## config.mk

```make
export PLATFORM = sky130hd
export DESIGN_NAME = video_timing_gen_flat
export DESIGN_NICKNAME = d
export VERILOG_FILES = /design/src/rtl/video_pkg.sv /design/src/rtl/video_timing_gen_if.sv /design/src/rtl/vtg_axis_cnt.sv /design/src/rtl/video_timing_gen.sv /design/src/flat_wrapper.sv
export SDC_FILE = /design/constraint.sdc
export NUM_CORES = 1
export LEC_CHECK = 0
export ABC_AREA = 1
export CAP_MARGIN = 5
export CORE_UTILIZATION = 50
export DETAILED_ROUTE_END_ITERATION = 16
export MAX_ROUTING_LAYER = met4
export PLACE_DENSITY = 0.81
export SLEW_MARGIN = 20
export SYNTH_ARGS = -nofsm -noshare
export SYNTH_HDL_FRONTEND = slang
export SYNTH_SLANG_ARGS = --single-unit
```

## constraint.sdc

```tcl
create_clock -name rfr_clk -period 2.75 [get_ports rfr_clk]
set_clock_uncertainty 0.05 [all_clocks]
set_input_delay 0.55 -clock rfr_clk [delete_from_list [all_inputs] [get_ports rfr_clk]]
set_output_delay 0.55 -clock rfr_clk [all_outputs]
set_load 0.05 [all_outputs]
```

## src/rtl/video_pkg.sv

```systemverilog
// Shared video types: 12-bit coordinates, raster phase enum, 1280x720@60 default timing.
// Latency: none (declarations only). Backpressure: none.
package video_pkg;

    typedef logic [11:0] coord_t;

    localparam int COORD_RANGE = 4096;

    localparam int DEF_H_ACTIVE = 1280;
    localparam int DEF_H_FP     = 110;
    localparam int DEF_H_SYNC   = 40;
    localparam int DEF_H_BP     = 220;
    localparam int DEF_V_ACTIVE = 720;
    localparam int DEF_V_FP     = 5;
    localparam int DEF_V_SYNC   = 5;
    localparam int DEF_V_BP     = 20;
    localparam bit DEF_HS_POL   = 1'b1;
    localparam bit DEF_VS_POL   = 1'b1;

    typedef enum logic [1:0] {
        ACTIVE = 2'd0,
        FRONT  = 2'd1,
        SYNC   = 2'd2,
        BACK   = 2'd3
    } vtg_phase_t;

    function automatic int vtg_total(input int active, input int fp, input int sync, input int bp);
        return active + fp + sync + bp;
    endfunction

endpackage

```

## src/rtl/video_timing_gen_if.sv

```systemverilog
// Raster timing bundle between video_timing_gen (master) and its consumers (slave).
// Latency: none (wiring only). Backpressure: en low freezes the master.
interface video_timing_gen_if;
    import video_pkg::*;

    logic   en;
    coord_t pixel_cnt;
    coord_t line_cnt;
    logic   video_on;
    logic   hsync;
    logic   vsync;
    logic   frame_start;

`ifdef VTG_FRAME_CNT_EN
    logic [15:0] frame_cnt;

    modport master (
        input  en,
        output pixel_cnt, line_cnt, video_on, hsync, vsync, frame_start, frame_cnt
    );
    modport slave (
        output en,
        input  pixel_cnt, line_cnt, video_on, hsync, vsync, frame_start, frame_cnt
    );
`else
    modport master (
        input  en,
        output pixel_cnt, line_cnt, video_on, hsync, vsync, frame_start
    );
    modport slave (
        output en,
        input  pixel_cnt, line_cnt, video_on, hsync, vsync, frame_start
    );
`endif

endinterface

```

## src/rtl/vtg_axis_cnt.sv

```systemverilog
// One raster axis: position counter plus ACTIVE/FRONT/SYNC/BACK phase FSM, both advanced by tick.
// Latency: cnt/phase update on the ticking edge. Backpressure: tick low holds all state.
module vtg_axis_cnt
    import video_pkg::coord_t;
    import video_pkg::vtg_phase_t;
#(
    parameter int ACTIVE = 1280,
    parameter int FP     = 110,
    parameter int SYNC   = 40,
    parameter int BP     = 220
) (
    input  logic       clk,
    input  logic       reset,
    input  logic       tick,
    output coord_t     cnt,
    output vtg_phase_t phase,
    output vtg_phase_t phase_nxt,
    output logic       wrap
);

    localparam int     TOTAL      = ACTIVE + FP + SYNC + BP;
    localparam coord_t LAST       = coord_t'(TOTAL - 1);
    localparam coord_t FP_START   = coord_t'(ACTIVE);
    localparam coord_t SYNC_START = coord_t'(ACTIVE + FP);
    localparam coord_t BP_START   = coord_t'(ACTIVE + FP + SYNC);

    coord_t cnt_nxt;

    assign wrap = tick && (cnt == LAST);

    always_comb begin
        cnt_nxt = cnt;
        if (tick) begin
            cnt_nxt = wrap ? '0 : cnt + coord_t'(1);
        end
    end

    // Phase is keyed on the next count so it stays aligned with cnt after the edge.
    always_comb begin
        phase_nxt = phase;
        case (phase)
            video_pkg::ACTIVE: if (cnt_nxt == FP_START)   phase_nxt = video_pkg::FRONT;
            video_pkg::FRONT:  if (cnt_nxt == SYNC_START) phase_nxt = video_pkg::SYNC;
            video_pkg::SYNC:   if (cnt_nxt == BP_START)   phase_nxt = video_pkg::BACK;
            video_pkg::BACK:   if (cnt_nxt == '0)         phase_nxt = video_pkg::ACTIVE;
            default:                                      phase_nxt = video_pkg::BACK;
        endcase
    end

    always_ff @(posedge clk or posedge reset) begin
        if (reset) begin
            cnt   <= LAST;
            phase <= video_pkg::BACK;
        end else begin
            cnt   <= cnt_nxt;
            phase <= phase_nxt;
        end
    end

endmodule

```

## src/rtl/video_timing_gen.sv

```systemverilog
// Raster timing generator (pixel/line counts, video_on, syncs, frame_start); VTG_FRAME_CNT_EN adds frame_cnt.
// Latency: all outputs registered, zero skew vs counts. Backpressure: en low holds every flop.
module video_timing_gen
    import video_pkg::*;
#(
    parameter int H_ACTIVE = DEF_H_ACTIVE,
    parameter int H_FP     = DEF_H_FP,
    parameter int H_SYNC   = DEF_H_SYNC,
    parameter int H_BP     = DEF_H_BP,
    parameter int V_ACTIVE = DEF_V_ACTIVE,
    parameter int V_FP     = DEF_V_FP,
    parameter int V_SYNC   = DEF_V_SYNC,
    parameter int V_BP     = DEF_V_BP,
    parameter bit HS_POL   = DEF_HS_POL,
    parameter bit VS_POL   = DEF_VS_POL
) (
    input  logic               rfr_clk,
    input  logic               reset,
    video_timing_gen_if.master vtg
);

    localparam int H_TOTAL = vtg_total(H_ACTIVE, H_FP, H_SYNC, H_BP);
    localparam int V_TOTAL = vtg_total(V_ACTIVE, V_FP, V_SYNC, V_BP);

    if (H_TOTAL > COORD_RANGE) begin : g_h_range
        $error("video_timing_gen: H_TOTAL exceeds 4096");
    end
    if (V_TOTAL > COORD_RANGE) begin : g_v_range
        $error("video_timing_gen: V_TOTAL exceeds 4096");
    end

    logic       h_wrap;
    logic       v_wrap;
    logic       v_tick;
    vtg_phase_t h_phase;
    vtg_phase_t h_phase_nxt;
    vtg_phase_t v_phase;
    vtg_phase_t v_phase_nxt;

    assign v_tick = vtg.en & h_wrap;

    vtg_axis_cnt #(
        .ACTIVE (H_ACTIVE),
        .FP     (H_FP),
        .SYNC   (H_SYNC),
        .BP     (H_BP)
    ) u_h_axis (
        .clk       (rfr_clk),
        .reset     (reset),
        .tick      (vtg.en),
        .cnt       (vtg.pixel_cnt),
        .phase     (h_phase),
        .phase_nxt (h_phase_nxt),
        .wrap      (h_wrap)
    );

    vtg_axis_cnt #(
        .ACTIVE (V_ACTIVE),
        .FP     (V_FP),
        .SYNC   (V_SYNC),
        .BP     (V_BP)
    ) u_v_axis (
        .clk       (rfr_clk),
        .reset     (reset),
        .tick      (v_tick),
        .cnt       (vtg.line_cnt),
        .phase     (v_phase),
        .phase_nxt (v_phase_nxt),
        .wrap      (v_wrap)
    );

    // Decode from next-phase so the registered flags land with the counts.
    always_ff @(posedge rfr_clk or posedge reset) begin
        if (reset) begin
            vtg.video_on    <= 1'b0;
            vtg.hsync       <= ~HS_POL;
            vtg.vsync       <= ~VS_POL;
            vtg.frame_start <= 1'b0;
        end else if (vtg.en) begin
            vtg.video_on    <= (h_phase_nxt == ACTIVE) && (v_phase_nxt == ACTIVE);
            vtg.hsync       <= (h_phase_nxt == SYNC) ? HS_POL : ~HS_POL;
            vtg.vsync       <= (v_phase_nxt == SYNC) ? VS_POL : ~VS_POL;
            vtg.frame_start <= v_wrap;
        end
    end

`ifdef VTG_FRAME_CNT_EN
    always_ff @(posedge rfr_clk or posedge reset) begin
        if (reset) begin
            vtg.frame_cnt <= '0;
        end else if (v_wrap) begin
            vtg.frame_cnt <= vtg.frame_cnt + 16'd1;
        end
    end
`endif

    a_flags_match_phase: assert property (@(posedge rfr_clk) disable iff (reset)
        (vtg.video_on == ((h_phase == ACTIVE) && (v_phase == ACTIVE))) &&
        (vtg.hsync == ((h_phase == SYNC) ? HS_POL : ~HS_POL)) &&
        (vtg.vsync == ((v_phase == SYNC) ? VS_POL : ~VS_POL)));

endmodule

```

## src/flat_wrapper.sv

```systemverilog
// flat-port wrapper written by rule: the top's interface ports become plain ports
module video_timing_gen_flat import video_pkg::*;
#(
    parameter int H_ACTIVE = DEF_H_ACTIVE,
    parameter int H_FP     = DEF_H_FP,
    parameter int H_SYNC   = DEF_H_SYNC,
    parameter int H_BP     = DEF_H_BP,
    parameter int V_ACTIVE = DEF_V_ACTIVE,
    parameter int V_FP     = DEF_V_FP,
    parameter int V_SYNC   = DEF_V_SYNC,
    parameter int V_BP     = DEF_V_BP,
    parameter bit HS_POL   = DEF_HS_POL,
    parameter bit VS_POL   = DEF_VS_POL
)
  (rfr_clk, reset, vtg_en, vtg_pixel_cnt, vtg_line_cnt, vtg_video_on, vtg_hsync, vtg_vsync, vtg_frame_start);
  video_timing_gen_if vtg_i ();
  input  logic rfr_clk;
  input  logic reset;
  input wire logic [$bits(vtg_i.en)-1:0] vtg_en;
  output wire logic [$bits(vtg_i.pixel_cnt)-1:0] vtg_pixel_cnt;
  output wire logic [$bits(vtg_i.line_cnt)-1:0] vtg_line_cnt;
  output wire logic [$bits(vtg_i.video_on)-1:0] vtg_video_on;
  output wire logic [$bits(vtg_i.hsync)-1:0] vtg_hsync;
  output wire logic [$bits(vtg_i.vsync)-1:0] vtg_vsync;
  output wire logic [$bits(vtg_i.frame_start)-1:0] vtg_frame_start;
  assign vtg_i.en = vtg_en;
  assign vtg_pixel_cnt = vtg_i.pixel_cnt;
  assign vtg_line_cnt = vtg_i.line_cnt;
  assign vtg_video_on = vtg_i.video_on;
  assign vtg_hsync = vtg_i.hsync;
  assign vtg_vsync = vtg_i.vsync;
  assign vtg_frame_start = vtg_i.frame_start;
  video_timing_gen #(.H_ACTIVE(H_ACTIVE), .H_FP(H_FP), .H_SYNC(H_SYNC), .H_BP(H_BP), .V_ACTIVE(V_ACTIVE), .V_FP(V_FP), .V_SYNC(V_SYNC), .V_BP(V_BP), .HS_POL(HS_POL), .VS_POL(VS_POL)) u_core (.rfr_clk(rfr_clk), .reset(reset), .vtg(vtg_i));
endmodule
```

Yosys cells after proc, flatten, opt, wreduce, memory -nomap -nowiden
Index checks and enable logic that the tools add are counted.

storage, ports and cells
  flip-flop bits (word level) = 32
  bits of input ports = 3

cells by class
  $add $sub $neg = 2
  equality and inequality tests = 16
  multiplexer cells = 16
  bitwise operators = 1
  reductions and logical operators = 9

operators by type and width
  operator               number
  $eq 12x10->1 const B   4
  $eq 12x11->1 const B   4
  $mux 12                4
  $add 12x1->12 const B  2
  $logic_not 12->1       2
  $mux 2                 8
  $pmux 2 s4             2
  $eq 2x2->1 const B     6
  $logic_not 2->1        4
  $eq 2x1->1 const B     2
  $logic_and 1x1->1      3
  $mux 1                 2
  $and 1x1->1            1

Depth between registers and ports, before layout
Gate-level depths: netlist (run 1).

  word-level depth = 11
  mapped depth = 17
  mapped depth without buffers = 17

Modules after synthesis
From an unflattened synthesis (run 1), not the netlist that was laid out.

second synthesis, totals
  cell total of the unflattened synthesis = 328
  area total of the unflattened synthesis = 2254.7 um^2

modules (own cells, without submodules)
  module                          times used  cells each  area each (um^2)  seq. area each (um^2)
  vtg_axis_cnt (u_core.u_h_axis)  1           159         1066.0            360.3
  vtg_axis_cnt (u_core.u_v_axis)  1           147         1009.7            361.6
  video_timing_gen                1           22          178.9             100.1

Worst setup path after synthesis (run 1)
No wires, ideal clock.

  path kind = register to register
  start = reg u_core.u_h_axis.cnt[0]
  end = reg u_core.vtg.video_on
  library setup time = 0.076 ns
  arrival = 2.217 ns
  required time = 2.624 ns
  slack = 0.406 ns
  cell stages (with the launch flop) = 15
  period minus slack after synthesis = 2.344 ns
  cell sequence = dfstp_2 ha_1 nand2_2 nor2_4 nand2_2 nor2_8 buf_8 nand3_2 nand2_2 nand3_1 nor2_1 nand3_1 nand2_1 nand4_1 o21ai_1

between the ends
  word-level cells in the longest chain between the ends = 11
  elaborated cells between the ends (all ways) = 30
  those cells by class = add/sub (1); eq/ne (7); mux (14); bitwise (1); reduce/logical (7)

ends and longest elaborated chain
  element                                                                 line                       RTL
  start, declared                                                         vtg_axis_cnt.sv:15         output coord_t cnt,
  start signal, assigned                                                  vtg_axis_cnt.sv:55         cnt <= cnt_nxt;
  parallel branches: the longest is 10 deep, another holds $add 12x1->12  n/a
  $logic_and 1x1->1 *                                                     video_timing_gen.sv:80     vtg.video_on <= (h_phase_nxt == ACTIVE) && (v_phase_nxt == ACTIVE);
  end signal, assigned                                                    video_timing_gen.sv:80
  end, declared                                                           video_timing_gen_if.sv:28  output pixel_cnt, line_cnt, video_on, hsync, vsync, frame_start

Mark *: on every way between the ends.
A chain may end at the register's enable or synchronous reset.

Final worst setup path (run 1)
  start = reg u_core.u_h_axis.cnt[0]
  end = reg u_core.vtg.hsync

between the ends
  word-level cells in the longest chain between the ends = 9
  elaborated cells between the ends (all ways) = 16
  those cells by class = add/sub (1); eq/ne (5); mux (8); reduce/logical (2)

ends and longest elaborated chain
  element                                                                line                       RTL
  parallel branches: the longest is 2 deep, another holds $add 12x1->12  n/a
  $mux 12 *                                                              vtg_axis_cnt.sv:34         cnt_nxt = wrap ? '0 : cnt + coord_t'(1);
  $mux 12 *                                                              vtg_axis_cnt.sv:33         if (tick) begin
  net u_core.u_h_axis.cnt_nxt[1]                                         vtg_axis_cnt.sv:27         coord_t cnt_nxt;
  $eq 12x11->1 (tied with other cells)                                   vtg_axis_cnt.sv:44         video_pkg::SYNC: if (cnt_nxt == BP_START) phase_nxt = video_pkg::BACK;
  $mux 2, on equally long branches                                       n/a
  $pmux 2 s4 *                                                           vtg_axis_cnt.sv:41         case (phase)
  net u_core.h_phase_nxt[1]                                              video_timing_gen.sv:36     vtg_phase_t h_phase_nxt;
  $eq 2x2->1 *                                                           video_timing_gen.sv:81     vtg.hsync <= (h_phase_nxt == SYNC) ? HS_POL : ~HS_POL;
  $mux 1 *                                                               video_timing_gen.sv:81
  end signal, assigned                                                   video_timing_gen.sv:76     vtg.hsync <= ~HS_POL;
  end signal, assigned                                                   video_timing_gen.sv:81
  end, declared                                                          video_timing_gen_if.sv:28

Mark *: on every way through the listed nets, which the timed path passes.

==> impl_metrics.tcl, run 1 <==
set metrics [dict create \
    status "finished, final reports clean" \
    arrival_ps 2630 \
    p_comb_share_pct 47.4 \
    cp.required_ps 2880 \
    start_util_pct 52.9 \
    path_class "flop to flop" \
    ys_warn_count 0 \
    io_pins 31 \
    layout-drive-gt1-share_pct 16.4 \
    hold_class "flop to flop" \
    grt_antenna_before_repair 0 \
    grt_max_degree 33 \
    dieArea_um2 5350 \
    yosysSeqAreaShare_pct 32.5 \
    netlist_area_um2 2530 \
    worst_slew_pin_slew_ps 505 \
    grt_usage_pct 26.7 \
    switching_power_mw 1.02 \
    fin_crit_sh_pct 91.1 \
    numCtsBuffers 5 \
    gp_congestion 0.964 \
    yosys_register_bits 32 \
    hpwl_um 4790 \
    timing.final.max_slew_violations 0 \
    die_h_um 73.1 \
    portBuffers 30 \
    fillers 413 \
    cts_setup_buffers 0 \
    swShare_pct 48.1 \
    core_area_um2 4790 \
    grt_pass1_vias 2312 \
    avgRoutedWirePerCell_um 12.5 \
    synthCells 394 \
    ctsResizeCount 0 \
    dr.first_iter.drc_count 255 \
    grt_pass1_wl_um 10700 \
    critPathMaxFanout 9 \
    final-setup-viol-count 0 \
    synth.distinct_cells 29 \
    start_kind "flop" \
    vias_per_cell 5.16 \
    htreeDepth 2 \
    syn-num-nets 401 \
    vias 2618 \
    fin_cells 507 \
    worst_ir_drop_vdd_mv 0.476 \
    die_x_um 73.1 \
    pwr-share-clk_pct 19.2 \
    tns_ps 0 \
    hold_viol_final 0 \
    holdWs_ps 444 \
    cts-root-buf "clkbuf_8" \
    cts.sink_count 32 \
    hold_buffers 0 \
    fin_crit_ps 2500 \
    area_growth_pct 21.3 \
    diodes 0 \
    ant_nets 0 \
    power_density_nw_per_um2 691 \
    end_kind "flop" \
    overflow 0 \
    seqPwrFrac_pct 33.4 \
    tritoncts "done" \
    firstDrtPassIters 5 \
    clk_latency_ps 290 \
    relSlewSlack_pct 66.2 \
    syn_avg_cell_area_um2 6.42 \
    max-cap-violations 0 \
    intPower_mw 1.10 \
    clock.fmax_ghz 0.399 \
    dpl.cell_count 499 \
    worst_slack_ps 245 \
    rows 25 \
    leakagePower_nw 1.60 \
    drc 0 \
    wl_um 6330 \
    clk_pin_slew_ps 70 \
    cts_buffer_depth 2 \
    pre_cts_ws_ps -221 \
    rsz0062_at_grt "false" \
    nNetsFinal 446 \
]
## per-stage QoR
stage / utilization [%] / total power, mW / area, um2
6_report: 64.1 / 2.12 / 3070
5_1_grt: 64.1 / 2.25 / 3070
4_1_cts: 64.0 / 2.12 / 3060
3_5_place_dp: 61.9 / 1.70 / 2960
3_3_place_gp: 61.9 / 1.69 / 2960
2_1_floorplan: - / 1.42 / 2530
## cells by family (layout without fill, tap and decap cells)
group,Yosys count,count (layout),share of synthesized area (%)
and+or+nand+nor,271,271,50.4
xor gates and xnor gates,3,3,1.04
AOI/OAI and AO/OA,13,13,2.67
adders and majority gates,4,4,1.98
DFF,32,32,32.5
buffers and inverters,71,117,11.4
## layout make-up
class	count	area [um2]	area share (%)
tap	67	83.8	2.73
inverter	68	255	8.32
multi-input combinational	291	1420	46.3
timing repair buffer	41	385	12.6
clock buffer	8	100	3.26
sequential	32	822	26.8
## synthesized netlist by cell type, drive strengths merged
| master | instances | area, um2 |
|---|---|---|
| nand4 | 14 | 87.6 |
| ha | 4 | 50.1 |
| nand2 | 128 | 508 |
| nand3b | 2 | 27.5 |
| o211ai | 1 | 7.51 |
| clkinv | 1 | 3.75 |
| buf | 3 | 33.8 |
| o21ai | 10 | 50.0 |
| nor3 | 4 | 25.0 |
| and2 | 1 | 6.26 |
| inv | 67 | 251 |
| a21oi | 2 | 10.0 |
| dfstp | 17 | 447 |
| dfrtp | 15 | 375 |
| nand3 | 49 | 283 |
| xor2 | 3 | 26.3 |
| nor2 | 73 | 338 |
## sequential cells by signal (all words and copies together) (netlist names)
name                    flops
u_core.vtg.video_on         1
u_core.vtg.vsync            1
u_core.u_v_axis.cnt        12
u_core.vtg.frame_start      1
u_core.u_h_axis.phase       2
u_core.u_v_axis.phase       2
u_core.u_h_axis.cnt        12
u_core.vtg.hsync            1
## placed cells by master (no fill, tap or decap)
master	instances
nand2_1	117
nand3_4	1
dfstp_2	17
nor2_4	3
clkbuf_8	7
nor2_1	58
nand4_1	14
nor2_8	1
nand3b_1	1
nand3_2	5
a21oi_1	2
inv_2	3
nor3_1	3
dlymetal6s2s_1	1
dfrtp_1	15
o21ai_1	3
buf_4	11
nor3_2	1
nor2_2	11
o21ai_0	7
inv_1	64
o211ai_1	1
clkinv_1	1
and2_1	1
xor2_1	3
nand3_1	43
clkdlybuf4s50_1	29
clkbuf_1	1
nand3b_4	1
ha_1	4
nand2_2	11
## power by group through the flow
stage                     sequential [mW]  combinational (mW)  clock [mW]
after global placement              0.711               0.983           0
after floorplan                     0.949               0.468           0
after detailed placement            0.714               0.988           0
final                               0.708                1.01       0.406
after global routing                0.721                1.10       0.435
after CTS                           0.706               0.997       0.417
## per-layer routing
layer,part of all wire (%),global-route usage (%)
met1,45,36.5
met2,45,38.6
met3,8.1,5.52
met4,1.6,10.0
met5,0,-
## critical path, cell delays in order, from the launching register on
cell and delay, ps:
dfstp_2 600, ha_1 240, nand2_2 90, nor2_4 130, nand3_2 230, nand2_1 130, nand2_1 110, nor2_1 100
nand2_1 70, nor2_2 90, nand2_1 90, o211ai_1 250, inv_1 100, nand3_1 80, nand2_1 50
## final timing paths
kind | from | to | slack (ps) | cells after the start
max reg2reg | u_core.u_h_axis.cnt[0]$_DFF_PP1_ | u_core.vtg.hsync$_DFFE_PP0P_ | 250 | 14
max | u_core.u_h_axis.cnt[0]$_DFF_PP1_ | u_core.vtg.hsync$_DFFE_PP0P_ | 250 | 14
min | u_core.vtg.frame_start$_DFFE_PP0P_ | u_core.vtg.frame_start$_DFFE_PP0P_ | 440 | 2
max in group asynchronous | reset | u_core.u_v_axis.phase[1]$_DFF_PP1_ | 1710 | 3
min in group asynchronous | reset | u_core.u_v_axis.cnt[8]$_DFF_PP0_ | 590 | 3
min reg2reg | u_core.vtg.frame_start$_DFFE_PP0P_ | u_core.vtg.frame_start$_DFFE_PP0P_ | 440 | 2
Power figures use the tool's default switching activity.
==> run 2, diff against run 1 <==
PLACE_DENSITY = 0.82   (was 0.81)
SYNTH_HIERARCHICAL = 1   (was not set)
==> run 2 against run 1 <==
Total power decreased by 17%. Critical path depth increased by 7. Critical path type unchanged. Highest routed layer unchanged. Die area down 11%. Largest power group unchanged. First-iteration DRC count fell by 41%. Sequential share of layout area is 0.74 points higher.
==> impl_metrics.tcl, run 2 <==
set metrics [dict create \
    rows 24 \
    hold_class "flop to flop" \
    seq_area_um2 827 \
    largestRegisters "u_core/u_h_axis/cnt: 12 flops, u_core/u_v_axis/cnt: 12 flops" \
    cts.sink_count 32 \
    fin_crit_sh_pct 98.1 \
    clk_pin_slew_ps 70 \
    grt_usage_pct 24.0 \
    synth-edff-count 0 \
    path_class "flop to flop" \
    vias 2330 \
    rr_worst_depth 21 \
    hold_buffers 0 \
    fillers 367 \
    synth-compound-area-share_pct 3.27 \
    ys_warn_count 6 \
    finalPower_mw 1.76 \
    hpwl_um 4110 \
    yosysTopAreaCellShare_pct 19.8 \
    core_area_um2 4350 \
    critPathMaxFanout 5 \
    synthMuxAreaShare_pct 0 \
    fin_cells 441 \
    cts-root-buf "clkbuf_8" \
    worst_slew_pin_slew_ps 550 \
    crit_chain "ha_4 -> nand2_4 -> nor2_4 -> nand3_4 -> inv_2 -> nand2_2 -> inv_4 -> nand2_4 -> nor2_4 -> nand3_4 -> nand2_2 -> nand2_2 -> nor2_1 -> nand2_1 -> nor2_2 -> nand3_1 -> nand3_1 -> nand2_2 -> nor2_2 -> nand3_1 -> nand2_1" \
    worst-path-stages 21 \
    cpMaxStageDelayCell "dfstp_4" \
    synthCells 328 \
    area_growth_pct 33.2 \
    final_cell_mix "nand2_1 (89), inv_1 (51), nand3_1 (43)" \
    syn-num-nets 335 \
    die_x_um 69.2 \
    hold_viol_final 0 \
    diodes 0 \
    grt_pass1_vias 2157 \
    gp_congestion 0.939 \
    layout-drive-gt1-share_pct 28.8 \
    tritoncts "done" \
    wl_um 5640 \
    grt_antenna_before_repair 0 \
    dpl.cell_count 429 \
    leakagePower_nw 1.53 \
    final_common_cell "nand2_1" \
    firstDrtPassIters 4 \
    clk_latency_ps 290 \
    yosys.area.top_type "dfstp_2" \
    cp.required_ps 2930 \
    relSlewSlack_pct 63.3 \
    io_pins 31 \
    rsz0062_at_grt "true" \
    worst_ir_drop_vdd_mv 0.304 \
    overflow 0 \
    syn_avg_cell_area_um2 6.87 \
    drc 0 \
    grt_pass1_wl_um 9050 \
    slowest_delay_ps 630 \
    yosysMostFrequentCell "nand2_1" \
    synth_xor_area_share_pct 0.777 \
    nNetsFinal 395 \
    synth.area.top_cells "dfstp_2 (20%), dfrtp_1 (17%), nand2_1 (16%)" \
    numCtsBuffers 5 \
    netlist_area_um2 2250 \
    fin_crit_ps 2700 \
    synth.distinct_cells 26 \
    clock.fmax_ghz 0.371 \
    ys_async_sr_fraction_pct 100 \
    ant_nets 0 \
    end_kind "flop" \
    min_path_cells 2 \
    htreeDepth 2 \
    final-setup-viol-count 0 \
    timing.final.max_slew_violations 0 \
    yosys_register_bits 32 \
    arrival_ps 2880 \
    start_util_pct 51.8 \
    synthSimpleGateAreaFrac_pct 46.4 \
    synth_top_family_by_area "simple AND/OR/NAND/NOR gates" \
    vias_per_cell 5.28 \
    synth_fa_ha_area_share_pct 2.22 \
    synth_ff_type "dfstp_2" \
    status "finished, final reports clean" \
    synthTopCellsByCount "nand2_1 (97), inv_1 (53), nand3_1 (46)" \
    dieArea_um2 4780 \
    portBuffers 30 \
    avgRoutedWirePerCell_um 12.8 \
    die_h_um 69.2 \
    cp_top_family "simple AND/OR/NAND/NOR gates" \
    dr.first_iter.drc_count 151 \
    path_buf_inv 2 \
    start_kind "flop" \
    path_common_cell "nand2_2" \
    yosysSeqAreaShare_pct 36.5 \
    max-cap-violations 0 \
    multi_input_area_um2 1290 \
    cts_buffer_depth 2 \
    power_density_nw_per_um2 586 \
    grt_max_degree 20 \
]
run 2: cell types whose count changed after synthesis, sizes merged, moves of 2 or more:
cell and change:
nor2 -28, buf -2, o21ai -4, nand4 -7, nand2 -22, nand3 +3
nand3b -2, inv -4
run 2: tightest hold or removal path: cells and delay by family, from the launching register on:
kind          cells  cell delay (ps)
flops             1              340
simple gates      2              100
run 2: repair_timing:
action / in CTS / in global routing
resized for setup: 1 / 26
buffers inserted: 0 / 3
hold endpoints to repair: 0 / 0
cloned: 0 / 1
pin swaps: 0 / 21
setup endpoints to repair: 1 / 4
run 2: where the power goes:
part           switching, mW  leakage, nW  internal [mW]
clock                  0.173       0.0552          0.269
combinational          0.470         1.12          0.227
sequential            0.0716        0.346          0.549
run 2: metal layers:
layer  part of all wire (%)  vias up  GRT usage (%)
met3                    5.5       18           3.95
met4                    1.9        0           7.71
met5                      0        -              -
met2                     50       88           41.2
met1                     42     1090           28.7
li1                       -     1134              -
run 2: cell families after synthesis:
logic type / after synthesis
AO/OA/AOI/OAI: 10
XOR/XNOR: 2
adder cells (fa/ha/maj): 4
buffers and inverters: 64
flip-flops: 32
AND/OR/NAND/NOR: 216
run 2: layout make-up:
class	count	area share (%)
Clock buffer	6	2.42
Multi-Input combinational cell	233	42.9
Sequential cell	32	27.5
Tap cell	52	2.17
Timing Repair Buffer	53	15.8
Clock inverter	2	1.17
Inverter	63	7.96
run 2: final timing paths:
check                                                   start                                  to  slack [ps]
max in group asynchronous                               reset    u_core/u_v_axis/cnt[9]$_DFF_PP1_        1650
hold / removal             u_core/vtg.frame_start$_DFFE_PP0P_  u_core/vtg.frame_start$_DFFE_PP0P_         420
min in group asynchronous                               reset        u_core/vtg.hsync$_DFFE_PP0P_         460
hold reg to reg            u_core/vtg.frame_start$_DFFE_PP0P_  u_core/vtg.frame_start$_DFFE_PP0P_         420
setup reg to reg             u_core/u_h_axis/cnt[0]$_DFF_PP1_     u_core/vtg.video_on$_DFFE_PP0P_          50
setup / recovery             u_core/u_h_axis/cnt[0]$_DFF_PP1_     u_core/vtg.video_on$_DFFE_PP0P_          50
run 2: metrics by stage:
step	worst slack [ps]	hold slack, ps	setup TNS (ps)	cell area (um2)	util, %
2_1_floorplan	17.4	266	0	2260	-
3_3_place_gp	-199	409	-425	2770	63.7
3_5_place_dp	-275	408	-689	2770	63.7
4_1_cts	1.26	424	0	2880	66.2
5_1_grt	-124	456	-124	3000	69.0
6_report	51.2	419	0	3000	69.0
